==> src/rtl/dpm_fifo_ctrl_pkg.sv <==
// dpm_fifo_ctrl shared constants: default widths and prefetch depth.
// Optional occupancy port is enabled with DPM_FIFO_LEVEL_EN.
package dpm_pkg;
  localparam int DPM_DW    = 8;
  localparam int DPM_AW    = 10;
  localparam int DPM_OBUF  = 2;
  localparam int DPM_PTR_W = DPM_AW;
  localparam int DPM_CNT_W = DPM_AW + 1;
  localparam int DPM_LVL_W = DPM_AW + 2;
endpackage

==> src/rtl/dpm_fifo_ctrl_if.sv <==
// Stream and memory-port bundle for dpm_fifo_ctrl.
// master = controller side, slave = producer/consumer/memory side.
interface dpm_fifo_ctrl_if
  import dpm_pkg::*;
#(
  parameter int DW = DPM_DW,
  parameter int AW = DPM_AW
);
  logic          in_valid;
  logic          in_ready;
  logic [DW-1:0] in_data;
  logic          out_valid;
  logic          out_ready;
  logic [DW-1:0] out_data;
  logic [AW-1:0] mem_addr_a;
  logic          mem_en_a;
  logic          mem_w_a;
  logic [DW-1:0] mem_in_a;
  logic [AW-1:0] mem_addr_b;
  logic          mem_en_b;
  logic          mem_w_b;
  logic [DW-1:0] mem_in_b;
  logic [DW-1:0] mem_out_b;

  modport master (
    input  in_valid, in_data, out_ready, mem_out_b,
    output in_ready, out_valid, out_data,
    output mem_addr_a, mem_en_a, mem_w_a, mem_in_a,
    output mem_addr_b, mem_en_b, mem_w_b, mem_in_b
  );

  modport slave (
    output in_valid, in_data, out_ready, mem_out_b,
    input  in_ready, out_valid, out_data,
    input  mem_addr_a, mem_en_a, mem_w_a, mem_in_a,
    input  mem_addr_b, mem_en_b, mem_w_b, mem_in_b
  );
endinterface

==> src/rtl/dpm_fifo_ctrl_obuf.sv <==
// Two-entry prefetch buffer; entry 0 is the head and drives o_data.
// The head register holds its last value while the buffer is empty.
module dpm_fifo_obuf #(
  parameter int DW = 8
) (
  input  logic          clk,
  input  logic          rst_n,
  input  logic          i_cap_valid,
  input  logic [DW-1:0] i_cap_data,
  input  logic          i_pop_ready,
  output logic          o_valid,
  output logic [DW-1:0] o_data,
  output logic [1:0]    o_cnt
);
  logic [DW-1:0] r_q0;
  logic [DW-1:0] r_q1;
  logic [1:0]    r_cnt;
  logic          w_pop;
  logic [1:0]    w_slot;

  assign o_valid = (r_cnt != 2'd0);
  assign o_data  = r_q0;
  assign o_cnt   = r_cnt;
  assign w_pop   = o_valid & i_pop_ready;
  assign w_slot  = r_cnt - {1'b0, w_pop};

  // Shift only when a second entry exists, so a lone head is held.
  always_ff @(posedge clk or negedge rst_n) begin
    if (!rst_n) begin
      r_q0  <= '0;
      r_q1  <= '0;
      r_cnt <= 2'd0;
    end else begin
      if (w_pop && r_cnt == 2'd2)
        r_q0 <= r_q1;
      if (i_cap_valid && w_slot == 2'd0)
        r_q0 <= i_cap_data;
      if (i_cap_valid && w_slot == 2'd1)
        r_q1 <= i_cap_data;
      r_cnt <= w_slot + {1'b0, i_cap_valid};
    end
  end
endmodule

==> src/rtl/dpm_fifo_ctrl.sv <==
// FIFO controller over a dual-port memory with a 2-deep read prefetch.
// Define DPM_FIFO_LEVEL_EN to add the registered occupancy port.
module dpm_fifo_ctrl
  import dpm_pkg::*;
#(
  parameter int DW = DPM_DW,
  parameter int AW = DPM_AW
) (
  input logic               clk,
  input logic               rst_n,
  dpm_fifo_ctrl_if.master   bus
`ifdef DPM_FIFO_LEVEL_EN
  ,
  output logic [AW+1:0]     level
`endif
);
  localparam logic [AW:0] DEPTH_C = (AW+1)'(1) << AW;

  logic [AW-1:0] r_wr_ptr;
  logic [AW-1:0] r_rd_ptr;
  logic [AW:0]   r_mem_cnt;
  logic          r_inflight;
  logic          r_en_b;

  logic          w_push;
  logic          w_pop;
  logic          w_issue;
  logic [1:0]    w_ocnt;
  logic [2:0]    w_occ;
  logic [AW:0]   w_mem_cnt_nxt;

  assign bus.in_ready = r_en_b & (r_mem_cnt != DEPTH_C);
  assign w_push = bus.in_valid & bus.in_ready;
  assign w_pop  = bus.out_valid & bus.out_ready;

  assign bus.mem_en_a   = w_push;
  assign bus.mem_w_a    = w_push;
  assign bus.mem_addr_a = r_wr_ptr;
  assign bus.mem_in_a   = bus.in_data;

  assign bus.mem_addr_b = r_rd_ptr;
  assign bus.mem_en_b   = r_en_b;
  assign bus.mem_w_b    = 1'b0;
  assign bus.mem_in_b   = '0;

  // Occupancy of the prefetch path after this cycle's pop.
  assign w_occ = {1'b0, w_ocnt}
               + {2'b0, r_inflight}
               - {2'b0, w_pop};
  assign w_issue = (r_mem_cnt != '0)
                 & (w_occ < 3'(DPM_OBUF));

  assign w_mem_cnt_nxt = r_mem_cnt
                       + {{AW{1'b0}}, w_push}
                       - {{AW{1'b0}}, w_issue};

  always_ff @(posedge clk or negedge rst_n) begin
    if (!rst_n) begin
      r_wr_ptr   <= '0;
      r_rd_ptr   <= '0;
      r_mem_cnt  <= '0;
      r_inflight <= 1'b0;
      r_en_b     <= 1'b0;
    end else begin
      r_en_b     <= 1'b1;
      r_mem_cnt  <= w_mem_cnt_nxt;
      r_inflight <= w_issue;
      if (w_push)
        r_wr_ptr <= r_wr_ptr + 1'b1;
      if (w_issue)
        r_rd_ptr <= r_rd_ptr + 1'b1;
    end
  end

  dpm_fifo_obuf #(
    .DW(DW)
  ) u_obuf (
    .clk        (clk),
    .rst_n      (rst_n),
    .i_cap_valid(r_inflight),
    .i_cap_data (bus.mem_out_b),
    .i_pop_ready(bus.out_ready),
    .o_valid    (bus.out_valid),
    .o_data     (bus.out_data),
    .o_cnt      (w_ocnt)
  );

`ifdef DPM_FIFO_LEVEL_EN
  logic [1:0] w_ocnt_nxt;

  assign w_ocnt_nxt = w_ocnt
                    + {1'b0, r_inflight}
                    - {1'b0, w_pop};

  always_ff @(posedge clk or negedge rst_n) begin
    if (!rst_n)
      level <= '0;
    else
      level <= {1'b0, w_mem_cnt_nxt}
             + (AW+2)'(w_issue)
             + (AW+2)'(w_ocnt_nxt);
  end
`endif
endmodule

==> src/flat_wrapper.sv <==
// flat-port wrapper written by rule: the top's interface ports become plain ports
module dpm_fifo_ctrl_flat import dpm_pkg::*;
#(
  parameter int DW = DPM_DW,
  parameter int AW = DPM_AW
)
  (clk, rst_n, bus_in_valid, bus_in_data, bus_out_ready, bus_mem_out_b, bus_in_ready, bus_out_valid, bus_out_data, bus_mem_addr_a, bus_mem_en_a, bus_mem_w_a, bus_mem_in_a, bus_mem_addr_b, bus_mem_en_b, bus_mem_w_b, bus_mem_in_b);
  dpm_fifo_ctrl_if #(.DW(DW), .AW(AW)) bus_i ();
  input logic clk;
  input logic rst_n;
  input wire logic [$bits(bus_i.in_valid)-1:0] bus_in_valid;
  input wire logic [$bits(bus_i.in_data)-1:0] bus_in_data;
  input wire logic [$bits(bus_i.out_ready)-1:0] bus_out_ready;
  input wire logic [$bits(bus_i.mem_out_b)-1:0] bus_mem_out_b;
  output wire logic [$bits(bus_i.in_ready)-1:0] bus_in_ready;
  output wire logic [$bits(bus_i.out_valid)-1:0] bus_out_valid;
  output wire logic [$bits(bus_i.out_data)-1:0] bus_out_data;
  output wire logic [$bits(bus_i.mem_addr_a)-1:0] bus_mem_addr_a;
  output wire logic [$bits(bus_i.mem_en_a)-1:0] bus_mem_en_a;
  output wire logic [$bits(bus_i.mem_w_a)-1:0] bus_mem_w_a;
  output wire logic [$bits(bus_i.mem_in_a)-1:0] bus_mem_in_a;
  output wire logic [$bits(bus_i.mem_addr_b)-1:0] bus_mem_addr_b;
  output wire logic [$bits(bus_i.mem_en_b)-1:0] bus_mem_en_b;
  output wire logic [$bits(bus_i.mem_w_b)-1:0] bus_mem_w_b;
  output wire logic [$bits(bus_i.mem_in_b)-1:0] bus_mem_in_b;
  assign bus_i.in_valid = bus_in_valid;
  assign bus_i.in_data = bus_in_data;
  assign bus_i.out_ready = bus_out_ready;
  assign bus_i.mem_out_b = bus_mem_out_b;
  assign bus_in_ready = bus_i.in_ready;
  assign bus_out_valid = bus_i.out_valid;
  assign bus_out_data = bus_i.out_data;
  assign bus_mem_addr_a = bus_i.mem_addr_a;
  assign bus_mem_en_a = bus_i.mem_en_a;
  assign bus_mem_w_a = bus_i.mem_w_a;
  assign bus_mem_in_a = bus_i.mem_in_a;
  assign bus_mem_addr_b = bus_i.mem_addr_b;
  assign bus_mem_en_b = bus_i.mem_en_b;
  assign bus_mem_w_b = bus_i.mem_w_b;
  assign bus_mem_in_b = bus_i.mem_in_b;
  dpm_fifo_ctrl #(.DW(DW), .AW(AW)) u_core (.clk(clk), .rst_n(rst_n), .bus(bus_i));
endmodule
==> config.mk <==
export PLATFORM = sky130hd
export DESIGN_NAME = dpm_fifo_ctrl_flat
export DESIGN_NICKNAME = d
export VERILOG_FILES = /design/src/rtl/dpm_fifo_ctrl_pkg.sv /design/src/rtl/dpm_fifo_ctrl_if.sv /design/src/rtl/dpm_fifo_ctrl_obuf.sv /design/src/rtl/dpm_fifo_ctrl.sv /design/src/flat_wrapper.sv
export SDC_FILE = /design/constraint.sdc
export NUM_CORES = 1
export LEC_CHECK = 0
export ABC_AREA = 1
export CAP_MARGIN = 20
export CORE_MARGIN = 5
export CORE_UTILIZATION = 55
export CTS_CLUSTER_DIAMETER = 200
export DETAILED_ROUTE_END_ITERATION = 6
export GPL_TIMING_DRIVEN = 0
export PLACE_DENSITY = 0.86
export SYNTH_ARGS = -nofsm -noshare
export SYNTH_HDL_FRONTEND = slang
export SYNTH_SLANG_ARGS = --single-unit
==> constraint.sdc <==
create_clock -name clk -period 6.9 [get_ports clk]
set_input_delay 1.38 -clock clk [delete_from_list [all_inputs] [get_ports clk]]
set_output_delay 1.38 -clock clk [all_outputs]
set_load 0.02 [all_outputs]
-- After elaboration in Yosys (flattened, before gate mapping)
Index checks and enable logic that the tools add are counted.
- output and inout port bits: 50
- input bits: 20
- word-level logic and storage cells: 33
- register bits after elaboration: 51
- eq/ne operators: 3
- reduce and logical (&&, ||, !) cells: 7
- bitwise operators: 4
- add/sub/neg operators: 8
- mux-type cells: 2
- $lt $le $gt $ge: 1
- operators with widths (cell ; count):
    $add A10 B1 Y10 const B ; 2
    $mux W8 ; 2
    $add A11 B1 Y11 ; 1
    $ne A11 B11 Y1 const B ; 1
    $reduce_bool A11 Y1 ; 1
    $sub A11 B1 Y11 ; 1
    $and A1 B1 Y1 ; 4
    $reduce_bool A2 Y1 ; 2
    $add A2 B1 Y3 ; 1
    $logic_and A1 B1 Y1 ; 3
    $lt A3 B2 Y1 const B ; 1
    $sub A3 B1 Y3 ; 1
    $add A2 B1 Y2 ; 1
    $eq A2 B1 Y1 const B ; 1
    $eq A2 B2 Y1 const B ; 1
    $logic_not A2 Y1 ; 1
    $sub A2 B1 Y2 ; 1

-- Depth between registers and ports, before layout
Gate-level depths: netlist of run 1.
- depth in word-level cells: 6
- mapped depth: 22
- mapped depth without buffers: 21

-- Cells and area by module
A second synthesis of run 1 with hierarchy kept.
- cell total of the unflattened synthesis: 425
- area total of the unflattened synthesis: 3311.9 µm²
- modules (own cells, without submodules) (module ; seq. area each (µm²) ; cells an instance ; times used ; area an instance (µm²)):
    dpm_fifo_ctrl ; 825.8 ; 314 ; 1 ; 2396.0
    dpm_fifo_obuf ; 450.4 ; 111 ; 1 ; 915.9

-- Least setup slack after synthesis of run 1
No wires, ideal clock.
- path type: input -> register
- from: in bus_out_ready
- to: reg u_core.r_mem_cnt[10]
- library setup time: 0.116 ns
- buffers on the path: 0
- data required time: 6.784 ns
- arrival: 4.133 ns
- stages: 20
- slack: 2.651 ns
- path through: o21a_1 -> ha_1 -> or2_2 -> fa_1 -> o21ai_1 -> a21oi_1 -> nand2_1 -> inv_2 -> ha_1 -> inv_1 -> ha_1 -> fa_1 -> nand2_1 -> nand2_1 -> nand3_1 -> nand2_1 -> nand2_1 -> nand2_1 -> nand2_1 -> nand2_1
- cells in the longest elaborated chain, start to end: 5
- ends and longest elaborated chain (what ; RTL line ; text):
    start, declared ; flat_wrapper.sv:13 ; input wire logic [$bits(bus_i.out_ready)-1:0] bus_out_ready;
    $and A1 B1 Y1 ; dpm_fifo_ctrl.sv:34 ; assign w_pop = bus.out_valid & bus.out_ready;
    $sub A3 B1 Y3 ; dpm_fifo_ctrl.sv:49 ; - {2'b0, w_pop};
    $lt A3 B2 Y1 ; dpm_fifo_ctrl.sv:51 ; & (w_occ < 3'(DPM_OBUF));
    $and A1 B1 Y1 ; dpm_fifo_ctrl.sv:51 ;
    named net u_core.w_issue ; dpm_fifo_ctrl.sv:27 ; logic w_issue;
    $sub A11 B1 Y11 ; dpm_fifo_ctrl.sv:55 ; - {{AW{1'b0}}, w_issue};
    named net u_core.w_mem_cnt_nxt[10] ; dpm_fifo_ctrl.sv:30 ; logic [AW:0] w_mem_cnt_nxt;
    end signal, assigned ; dpm_fifo_ctrl.sv:66 ; r_mem_cnt <= w_mem_cnt_nxt;
    end, declared ; dpm_fifo_ctrl.sv:21 ; logic [AW:0] r_mem_cnt;
The timed path passes the listed nets, and every way through them passes these cells.
A chain may end at the register's enable or synchronous reset.

-- Final worst setup path of run 1
- from: in bus_out_ready
- to: reg u_core.r_mem_cnt[8]
The elaborated chain is that of the path after synthesis.

==> results of run 1 <==
cell families after synthesis:
family,after synthesis
AND/OR/NAND/NOR,195
buffers and inverters,75
flip-flops,51
AO/OA/AOI/OAI,23
adder cells (fa/ha/maj),22
XOR/XNOR,21
other,2
metrics by stage:
step / std cells / area (um^2) / worst slack [ns] / util (%)
finish: 530 / 3890 / 2.08 / 70.3
global route: 530 / 3890 / 1.84 / 70.3
CTS: 530 / 3890 / 2.08 / 70.3
detailed placement: 522 / 3800 / 1.76 / 68.5
global placement: 521 / 3780 / 1.87 / 68.3
floorplan: 397 / 3170 / 2.65 / -
synth_stat cells, types with 3 or more instances:
cell type,number
inv_1,50
xnor2_1,12
o21ai_1,3
buf_6,3
o21ai_0,4
dfrtp_1,51
o21ai_2,8
nand2_1,121
ha_1,20
buf_4,18
nor2_1,20
xor2_1,8
nand4_1,6
nand3_1,39
a21oi_1,5
layer usage:
| layer | GRT usage, % | up-vias | part of all wire [%] |
|---|---|---|---|
| met1 | 23.3 | 1249 | 42 |
| met3 | 3.84 | 13 | 4.5 |
| met2 | 33.5 | 53 | 52 |
| met5 | 0 | - | 0 |
| met4 | 6.62 | 0 | 2.1 |
| li1 | - | 1319 | - |
registers in the layout, summed over array words and instances (netlist names):
signal and flops:
u_core.r_mem_cnt 11, u_core.bus.mem_addr_a 10, u_core.bus.mem_addr_b 10, u_core.u_obuf.o_data 8
u_core.u_obuf.r_q1 8, u_core.u_obuf.o_cnt 2, u_core.bus.mem_en_b 1, u_core.r_inflight 1
worst max-delay path by stage:
stage | start | endpoint | slack (ns) | cells after the start
3_5_place_dp | bus_out_ready | u_core.r_mem_cnt[8] | 1.76 | 21
2_1_floorplan | bus_out_ready | u_core.r_mem_cnt[10] | 2.65 | 20
4_1_cts | bus_out_ready | u_core.r_mem_cnt[8] | 2.08 | 21
3_3_place_gp | bus_out_ready | u_core.r_mem_cnt[10] | 1.87 | 21
6_report | bus_out_ready | u_core.r_mem_cnt[8] | 2.08 | 21
5_1_grt | bus_out_ready | u_core.r_mem_cnt[8] | 1.84 | 21
worst max-delay path, stage by stage:
cell	delay [ns]
clkdlybuf4s50_1	0.50
o21a_1	0.17
ha_1	0.23
or2_2	0.31
fa_1	0.43
o21ai_1	0.12
a21oi_1	0.07
nand2_1	0.16
inv_2	0.12
ha_1	0.30
inv_1	0.04
ha_1	0.21
fa_1	0.40
nand2_1	0.09
nand2_1	0.07
nand3_1	0.07
nand2_1	0.11
nand2_1	0.10
nand2_1	0.05
nand2_1	0.06
nand2_1	0.04
final cells by class:
cell class                      count  area (um^2)
Timing Repair Buffer               53          536
Clock buffer                        7         86.3
Tap cell                           72         90.1
Fill cell                         454         1650
Inverter                           52          195
Buffer                             23          179
Multi-Input combinational cell    271         1520
Sequential cell                    51         1280
Clock inverter                      1         8.76
cell usage in the layout, fill, tap and decap left out, types with 2 or more instances in the layout:
| master | n |
|---|---|
| o21ai_2 | 8 |
| o21bai_1 | 2 |
| conb_1 | 10 |
| ha_1 | 20 |
| nor2_1 | 20 |
| nand3_2 | 2 |
| dfrtp_1 | 51 |
| o21ai_0 | 4 |
| inv_2 | 2 |
| nand3_1 | 39 |
| nand2_1 | 121 |
| nand4_1 | 6 |
| inv_1 | 50 |
| nand2_2 | 2 |
| buf_6 | 3 |
| fa_1 | 2 |
| clkbuf_8 | 6 |
| nand3b_1 | 2 |
| xnor2_1 | 12 |
| buf_4 | 18 |
| a21oi_1 | 5 |
| xor2_1 | 8 |
| o21ai_1 | 3 |
| clkdlybuf4s50_1 | 51 |
| buf_2 | 3 |
power by group through the flow:
| stage | clock, mW | sequential (mW) | combinational [mW] |
|---|---|---|---|
| after floorplan | 0 | 0.559 | 0.723 |
| after global placement | 0 | 0.515 | 1.01 |
| after detailed placement | 0 | 0.522 | 1.07 |
| after CTS | 0.186 | 0.516 | 1.08 |
| after global routing | 0.197 | 0.533 | 1.21 |
| final | 0.181 | 0.516 | 1.06 |
==> metrics.md, run 1 <==
| Metric | Value |
|---|---|
| Post-Synth Simple-Gate Area | about a quarter |
| Layout Nets | 499 |
| Power, Total | 1.76 mW |
| Combinational power share | 60.4% |
| ANT nets after route | 0 |
| Vias | 2634 |
| Clock Pin Slew Worst Setup and Hold Paths | 0.08 ns |
| Final worst path period share | 69.9% |
| N_diodes | 0 |
| I/O pin total | 70 |
| CORE AREA | 5540 um^2 |
| Ys Warns | 0 |
| WHS Path Cells | 2 |
| Initial drt markers | 78 |
| HP Start | u_core.u_obuf.r_q1[7] |
| Max Clock Skew | 0.00995 ns |
| RSZ-0062 raised after global routing | false |
| Total track usage | 19.1% |
| Int Power | 0.943 mW |
| DR DRC count | 0 |
| Post-CTS setup buffers | 0 |
| TNS Setup | 0 ns |
| Period minus WS final | approximately 4.8 ns |
| Clk sinks | 51 |
| Switch Pwr | approximately 0.82 mW |
| Clk pwr share | 10.3% |
| Power per standard cell area | 452 nW/um^2 |
| Ys flop type | dfrtp_1 |
| Hold_buf cts | 0 |
| Slew Limit Fails | 0 |
| Cell area after synthesis | 3140 um^2 |
| Leading area contributor after synthesis | dfrtp_1 |
| FF-to-FF path depth | 21 |
| Die area | 7320 um^2 |
| Flop pwr share | between 20 and 30% |
| Crit-path max FO | 9 |
| Hold worst-path end | u_core.u_obuf.r_q1[7] |
| Post-synth ARST share | 100% |
| CP Capture Type | flop |
| Inserted Clock Buffers | 5 |
| Share of cells above drive strength 1 | 10.7% |
| CTS Buffer Depth | 2 |
| Crit Reg-Reg Endpoint | u_core.r_mem_cnt[8] |
| Max cap viols | 0 |
| Outcome | finished, final reports clean |
| Final wirelength | 6.49 mm |
| Mapped Cells | between 300 and 400 |
| Hold WS | roughly 0.49 ns |
| Compound-Gate Fraction of Synth Area | 4.86% |
| Critical path class | input pin to flop |
| Synth top area share | 40.6% |
| Synth area leaders | dfrtp_1 (41%), nand2_1 (14%), ha_1 (8.0%) |
| TritonCTS clock tree | done |
| Maximum clock frequency | 0.207 GHz |
| Leak Pwr | 2.00 nW |
| Die width | 85.6 um |
| CP required | between 7 and 8 ns |
| HP Class | flop to flop |
| Total grt overflow | 0 |
| Number of distinct library cells after synthesis | 28 |
| Routed wire length per instance | 12.2 um |
| # port buffers | 52 |
| Initial antenna violation count | 0 |
| Rows | 27 |
| Reg2Reg Setup Slack | 3.02 ns |
| Area grow syn2layout | 23.9% |
| Mux contribution to synthesized area | 0% |
| Avg Inst Size Synth | between 8 and 9 um^2 |
| Worst-Skew Late Latency | between 0.3 and 0.4 ns |
| Initial core utilization | between 50% and 60% |
| Vias in the first global route | 2635 |
| PostCTS Resize Cnt | 0 |
| Count of final hold-check violations | 0 |
| Post-detail-place hpwl | 5.14 mm |
| #FFs+latches synth | 51 |
| Critical Path Source Type | input pin |
| Post-Synth XOR/XNOR Area | under 10% |
| Post-synth EDFFs | 0 |
| Peak VDD IR | roughly 250 uV |
| RePlAce Congestion | 0.841 |
| Largest net degree at the start of global routing | 34 |
| CTS H-tree depth | 2 |
| Post-Synth Adder-Cell Area | 9.24% |
| CTS root buf | clkbuf_8 |
| Final setup violation count | 0 |
| Net Sw Frac | 46.5% |
| Largest family of logic cells by synthesized area | simple AND/OR/NAND/NOR gates |
| Die Y | 85.6 um |
| DRT Pass-1 Iters | 4 |
| CP arrival | approximately 5.0 ns |
| Drt via density | 4.97 |
| Worst r2r src | u_core.u_obuf.o_cnt[1] |
| Seq/Total Area, Yosys | 40.6% |
| First-pass GRT wire length | roughly 11 mm |
(Power assumes the default switching activity.)
==> inputs of run 2 (changes only) <==
--- a/config.mk
+++ b/config.mk
@@ -8,11 +8,11 @@
 export ABC_AREA = 1
 export CAP_MARGIN = 20
 export CORE_MARGIN = 5
-export CORE_UTILIZATION = 55
+export CORE_UTILIZATION = 51
 export CTS_CLUSTER_DIAMETER = 200
 export DETAILED_ROUTE_END_ITERATION = 6
 export GPL_TIMING_DRIVEN = 0
-export PLACE_DENSITY = 0.86
+export PLACE_DENSITY = 0.81
 export SYNTH_ARGS = -nofsm -noshare
 export SYNTH_HDL_FRONTEND = slang
 export SYNTH_SLANG_ARGS = --single-unit
==> constraint.sdc (replaced) <==
create_clock -name clk -period 4.55 [get_ports clk]
set_input_delay 0.91 -clock clk [delete_from_list [all_inputs] [get_ports clk]]
set_output_delay 0.91 -clock clk [all_outputs]
set_load 0.02 [all_outputs]
==> run 2 against run 1 <==
  * Die area grew 6.9%
  * Via count shrank 2.1%
  * Clock-buffer cell count is the same
  * Combinational power grew 52%
  * Critical endpoint unchanged
==> metrics.md, run 2 (same netlist as run 1, synthesis figures left out) <==
| Metric | Value |
|---|---|
| Outcome | finished, final reports clean |
| Routed wire length per instance | 12.1 um (-1.5%) |
| Vias in the first global route | 2522 (-4.3%) |
| Drt via density | 4.84 (-2.6%) |
| Initial antenna violation count | 0 (unchanged) |
| I/O pin total | 70 (unchanged) |
| Worst Tran Pin Value | roughly 0.7 ns |
| Largest net degree at the start of global routing | 29 (-15%) |
| Commonest non-fill, non-tap cell in the layout | nand2_1 |
| Switch Pwr | 1.24 mW (+52%) |
| Crit-path max FO | 9 (unchanged) |
| Final wirelength | 6.42 mm (-0.94%) |
| CORE AREA | 5960 um^2 (+7.5%) |
| Final worst path period share | a little over nine tenths |
| CTS root buf | clkbuf_8 |
| CTS H-tree depth | 2 (unchanged) |
| Maximum clock frequency | 0.234 GHz |
| Total grt overflow | 0 (unchanged) |
| Combinational power share | 60.2% (-0.2 points) |
| Max FFs per register | 11 (unchanged) |
| DRT Pass-1 Iters | 5 (+1) |
| Clk sinks | 51 (unchanged) |
| Net Sw Frac | 46.5% (+0.074 points) |
| DR DRC count | 0 (unchanged) |
| Power, Total | 2.67 mW (+52%) |
| Leak Pwr | 2.00 nW (about the same) |
| Slew Limit Fails | 0 (unchanged) |
| Met3 Routed Length | 326 um (+11%) |
| Initial drt markers | 66 (-15%) |
| Max Used Layer | met4 |
| Routed wl met2 | 3.19 mm (-4.9%) |
| Die width | 88.5 um (+3.4%) |
| Max Clock Skew | 0.0144 ns (+0.00441 ns) |
| Period minus WS final | 4.27 ns |
| Layout Nets | 499 (unchanged) |
| Most frequent cells in the layout | nand2_1 (120), clkdlybuf4s50_1 (51), dfrtp_1 (51) |
| Max cap viols | 0 (unchanged) |
| Inserted Clock Buffers | 5 (unchanged) |
| First-pass GRT wire length | 11.1 mm (-3.0%) |
| Worst-Skew Late Latency | 0.32 ns (about the same) |
| Die area | 7830 um^2 (+6.9%) |
| Initial core utilization | 52.8% (-4.0 points) |
| CP Capture Type | flop |
| Max transition margin | 54.5% |
| Post-detail-place hpwl | 4.88 mm (-5.1%) |
| Metal-1 WL | 2.84 mm (+5.4%) |
| HP Class | flop to flop |
| Total track usage | 17.6% (-1.5 points) |
| Peak VDD IR | 381 uV (+49%) |
| RePlAce Congestion | 0.854 (+1.5%) |
| CP required | 4.75 ns (-2.35 ns) |
| ANT nets after route | 0 (unchanged) |
| CTS Buffer Depth | 2 (unchanged) |
| Rows | 28 (+3.7%) |
| Vias | 2580 (-2.1%) |
| # port buffers | 52 (unchanged) |
| Final setup violation count | 0 (unchanged) |
| Hold_buf cts | 0 (unchanged) |
| Flop pwr share | 29.2% (about the same) |
| Biggest register | u_core.r_mem_cnt |
| Share of cells above drive strength 1 | 10.9% (+0.22 points) |
| Count of final hold-check violations | 0 (unchanged) |
| CP arrival | 4.47 ns (-0.55 ns) |
| Critical Path Source Type | input pin |
| Int Power | 1.43 mW (+52%) |
| Final core utilization | 65.5% (-4.8 points) |
| Clock Pin Slew Worst Setup and Hold Paths | 0.08 ns (about the same) |
| Area grow syn2layout | 24.2% |
| Die Y | 88.5 um (+3.4%) |
| TritonCTS clock tree | done |
| RSZ-0062 raised after global routing | false |
| Power per standard cell area | 685 nW/um^2 (+51%) |
| N_diodes | 0 (unchanged) |
| Critical path class | input pin to flop |
| Clk pwr share | 10.6% (+0.3 points) |
run 2: cell counts in the layout (fill, tap and decap cells not counted):
No cell type changed its count.
run 2: power groups by stage:
stage / Clock (mW) / Sequential, mW / Combinational, mW
floorplan: 0 / 0.848 / 1.10
global placement: 0 / 0.782 / 1.54
detailed placement: 0 / 0.789 / 1.60
CTS: 0.288 / 0.782 / 1.62
global route: 0.310 / 0.807 / 1.85
finish: 0.283 / 0.782 / 1.61
run 2: worst paths after layout:
check	startpoint	endpoint	slack [ns]	cells past startpoint
hold reg to reg	u_core.u_obuf.r_q1[5]	u_core.u_obuf.r_q1[5]	0.49	2
min in group asynchronous	rst_n	u_core.u_obuf.o_data[3]	0.63	1
hold / removal	u_core.u_obuf.r_q1[5]	u_core.u_obuf.r_q1[5]	0.49	2
max in group asynchronous	rst_n	u_core.r_mem_cnt[4]	3.34	2
setup reg to reg	u_core.u_obuf.o_cnt[1]	u_core.r_mem_cnt[8]	0.73	21
setup / recovery	bus_out_ready	u_core.r_mem_cnt[8]	0.28	21
run 2: routing by layer:
layer,vias to the layer above,GRT usage [%]
li1,1325,-
met1,1202,22.0
met2,46,30.5
met3,7,4.38
met4,0,4.81
met5,-,0
run 2: per-stage QoR:
stage | setup TNS [ns] | cell area [um^2] | hold WS, ns | cells | setup WS [ns]
after detailed placement | -0.176 | 3800 | 0.471 | 525 | -0.0862
after floorplan | 0 | 3170 | 0.456 | 397 | 0.771
final | 0 | 3900 | 0.493 | 533 | 0.283
after CTS | 0 | 3900 | 0.495 | 533 | 0.211
after global placement | -0.0667 | 3790 | 0.464 | 524 | -0.0403
after global routing | 0 | 3900 | 0.513 | 533 | 0.00704
run 2: repair_timing:
item                       in CTS  in global routing
gates resized for setup         0                  2
buffers inserted                0                  0
setup endpoints to repair       0                  2
run 2: critical path, cell delays in order:
cell and delay [ns]:
clkdlybuf4s50_1 0.50, o21a_1 0.16, ha_1 0.23, or2_2 0.30, fa_1 0.49, o21ai_1 0.06
a21oi_1 0.17, nand2_2 0.14, inv_4 0.13, ha_1 0.14, inv_1 0.04, ha_1 0.22
fa_1 0.41, nand2_1 0.08, nand2_1 0.07, nand3_1 0.07, nand2_1 0.11, nand2_1 0.11
nand2_1 0.05, nand2_1 0.05, nand2_1 0.04
run 2: cell type report:
type / count / area (um^2)
fillers: 515 / 2050
flip-flops and latches: 51 / 1280
multi-input cells: 271 / 1520
clock buffers: 7 / 86.3
repair buffers: 53 / 536
well taps: 75 / 93.8
plain buffers: 23 / 179
inverters: 52 / 198
clock inverters: 1 / 8.76
